**src/rtl/seq_restoring_div.sv**
```systemverilog
// Multi-cycle unsigned restoring divider with a start/busy/done handshake.
// Produces one quotient bit per clock, MSB first; divide-by-zero completes immediately.
module seq_restoring_div #(
   parameter int WIDTH = 4
) (
   input  logic             clk,
   input  logic             rst,
   input  logic             start,
   input  logic [WIDTH-1:0] dividend,
   input  logic [WIDTH-1:0] divisor,
   output logic [WIDTH-1:0] quotient,
   output logic [WIDTH-1:0] remainder,
   output logic             busy,
   output logic             done,
   output logic             div_by_zero
);

   localparam int CW = $clog2(WIDTH + 1);

   typedef enum logic {IDLE, RUN} state_t;

   state_t           state;
   logic [WIDTH-1:0] q_reg;
   logic [WIDTH-1:0] d_reg;
   logic [CW-1:0]    count;

   // The restored partial remainder is always below the divisor, so its top
   // bit is always zero and only the shifted trial value needs WIDTH+1 bits.
   logic [WIDTH-1:0] p_reg;
   logic [WIDTH:0]   p_shift;
   logic [WIDTH:0]   d_ext;
   logic             fits;
   logic [WIDTH-1:0] p_next;
   logic [WIDTH-1:0] q_next;

   always_comb begin
      p_shift = {p_reg, q_reg[WIDTH-1]};
      d_ext   = {1'b0, d_reg};
      fits    = (p_shift >= d_ext);
      p_next  = fits ? WIDTH'(p_shift - d_ext) : p_shift[WIDTH-1:0];
      q_next  = {q_reg[WIDTH-2:0], fits};
   end

   always_ff @(posedge clk or posedge rst) begin
      if (rst) begin
         state       <= IDLE;
         q_reg       <= '0;
         d_reg       <= '0;
         p_reg       <= '0;
         count       <= '0;
         quotient    <= '0;
         remainder   <= '0;
         busy        <= 1'b0;
         done        <= 1'b0;
         div_by_zero <= 1'b0;
      end else begin
         done <= 1'b0;
         case (state)
            IDLE: begin
               if (start) begin
                  if (divisor == '0) begin
                     quotient    <= '1;
                     remainder   <= dividend;
                     div_by_zero <= 1'b1;
                     done        <= 1'b1;
                  end else begin
                     q_reg <= dividend;
                     d_reg <= divisor;
                     p_reg <= '0;
                     count <= '0;
                     busy  <= 1'b1;
                     state <= RUN;
                  end
               end
            end
            RUN: begin
               q_reg <= q_next;
               p_reg <= p_next;
               count <= count + CW'(1);
               // Last iteration: publish the result on the same edge.
               if (count == CW'(WIDTH - 1)) begin
                  quotient    <= q_next;
                  remainder   <= p_next;
                  div_by_zero <= 1'b0;
                  done        <= 1'b1;
                  busy        <= 1'b0;
                  state       <= IDLE;
               end
            end
            default: state <= IDLE;
         endcase
      end
   end

endmodule

```
**config.mk**
```make
export PLATFORM = sky130hd
export DESIGN_NAME = seq_restoring_div
export DESIGN_NICKNAME = d
export VERILOG_FILES = /design/src/rtl/seq_restoring_div.sv
export SDC_FILE = /design/constraint.sdc
export NUM_CORES = 1
export LEC_CHECK = 0
export ABC_CLOCK_PERIOD_IN_PS = 2400
export CORE_MARGIN = 4
export CORE_UTILIZATION = 40
export CTS_BUF_LIST = sky130_fd_sc_hd__clkbuf_4
export DETAILED_ROUTE_END_ITERATION = 16
export SYNTH_ARGS = -nofsm -noshare
export SYNTH_HDL_FRONTEND = slang
export SYNTH_SLANG_ARGS = --single-unit
export TNS_END_PERCENT = 5
```
**constraint.sdc**
```tcl
create_clock -name clk -period 2.4 [get_ports clk]
set_input_delay 0.24 -clock clk [delete_from_list [all_inputs] [get_ports clk]]
set_output_delay 0.24 -clock clk [all_outputs]
set_load 0.02 [all_outputs]
```
==> out/qor.csv <==
metric,value,unit
outcome,completed,
wl,2780,um
min_path_type,in2async,
fin_nets,167,
critPathKind,reg2reg,
rsz0062_at_grt,false,
synth_top_cell_area_share,49.5,%
synth_area,1360,um^2
tritoncts,yes,
setup_viol,0,
vdd_drop_max,0.742,mV
antenna_cells,0,
grt_max_degree,28,
synth_top_area_cell,dfrtp_1,
synthFlopType,dfrtp_1,
htreeDepth,1,
grt.met2_usage,21.8,%
period_needed,1950,ps
fin_util,52.3,%
drc,0,
drt_iter0_drc,46,
cts_hold_buf,0,
synth.distinct_cells,39,
slew_violations,0,
crit_path_start_kind,flop,
start_util,43.3,%
antenna_left,0,
ios,22,
synth.most_common_cell,dfrtp_1,
clockBufferDepth,2,
grt-ovfl-total,0,
placedInstanceArea,1620,um^2
cts.root.buffer_cell,clkbuf_4,
io_buffer_count,21,
skew,10.5,ps
async_reset_ff_share,100,%
relSlewSlack,71.2,%
syn2layout_area_growth,20.8,%
grt_usage,14.4,%
routed-via-count,1001,
ys.warnings.count,0,
cap_violations,0,
place_inst,188,
met1_usage,20.4,%
rows,20,
fin_crit_sh,81.3,%
drive_gt1_share,12.2,%
crit_path_end_kind,flop,
die_h,66.4,um
gp_congestion,0.855,
clock_latency,330,ps
ys_seq_area_share,49.5,%
synth_area_leaders,"dfrtp_1, ha_1, nand2_1, o21ai_1, inv_1",
p_leak,0.000680,uW
grt_pass1_vias,1026,
grt_pass1_wl,4840,um
tns,0,ps
clkTransAtPathRegs,150,ps
grt_antenna_before_repair,0,
post_cts_buffers,0,
clock_sinks,27,
die_w,66.4,um
cp.arrival,2170,ps
crit_path_max_fanout,6,
wl_per_cell,14.5,um
worst_slew_pin_slew,426,ps
syn_inst,125,
ys_seq_elements,27,
grt_busiest_layer,met2,
powerDensity,1430,nW/um^2
synth_edf_count,0,
final_cells,192,
cp_data_required_time,2620,ps
placeableCoreArea,3150,um^2
vias_per_cell,5.21,
fmax,0.512,GHz
synth_fp_nets,143,
drtPass1Iterations,6,
hold_viol,0,
dieArea,4410,um^2
use_met3,4.08,%
dp.final_hpwl,2100,um
cts_resized,0,
cts_inserted_buffers,3,
syn_avg_cell_area,10.9,um^2
stdcell_area,1650,um^2
synthTopCellsByCount,"dfrtp_1, nand2_1, inv_1, o21ai_1, ha_1",
==> critical path: stages, from the launching register on <==
cell	delay, ps
dfrtp_1	430
ha_1	360
nand4_1	150
and2_0	290
o41ai_1	480
o21ai_1	140
==> layout by cell type, fill, tap and decap left out, drive strengths merged, types with 4 or more instances in the layout <==
| cell | netlist | final |
|---|---|---|
| dfrtp | 27 | 27 |
| clkdlybuf4s50 | 0 | 21 |
| nand2 | 17 | 17 |
| o21ai | 10 | 10 |
| inv | 9 | 9 |
| ha | 6 | 6 |
| nor2 | 5 | 5 |
| nand4 | 4 | 4 |
| o21a | 4 | 4 |
| buf | 3 | 4 |
==> cell families after synthesis <==
kind of cell | synth area share, %
flops | 49.5
xor+xnor | 0.642
buf+inv | 5.50
compound gates | 22.3
mux | 1.83
fa+ha+maj | 6.97
simple gates | 13.2
==> where the power goes <==
part,internal [uW],switching [uW]
logic,606,721
clock network,63.9,138
registers,679,141
==> through the flow <==
stage / hold WS (ps) / power (uW) / setup slack (ps)
6_report: 250 / 2350 / 449
3_3_place_gp: 469 / 2150 / 369
4_1_cts: 272 / 2370 / 451
3_5_place_dp: 476 / 2160 / 334
2_1_floorplan: 293 / 1750 / 640
5_1_grt: 279 / 2570 / 320
==> layer usage <==
layer | share of wire [%] | routed length, um
met5 | 0 | 0
met4 | 0 | 0
met3 | 6.1 | 170
met2 | 43 | 1200
met1 | 51 | 1410
==> worst paths after layout <==
check / startpoint / to / slack (ps) / depth (start not counted)
worst max-delay path: p_reg[1] / remainder[3] / 450 / 5
worst min-delay path: rst / quotient[3] / 250 / 3
worst max register to register: p_reg[1] / remainder[3] / 450 / 5
worst min register to register: count[0] / count[0] / 500 / 1
max in group asynchronous: rst / p_reg[0] / 1880 / 3
min in group clk: divisor[2] / d_reg[2] / 460 / 3
==> cell type report <==
class	instances	area (um^2)
Timing Repair Buffer	25	240
Sequential cell	27	676
Inverter	9	33.8
Multi-Input combinational cell	83	613
Tap cell	44	55.1
Clock buffer	3	22.5
Fill cell	291	1510
Clock inverter	1	7.51
Note: power is estimated with default switching activity, not from simulation.
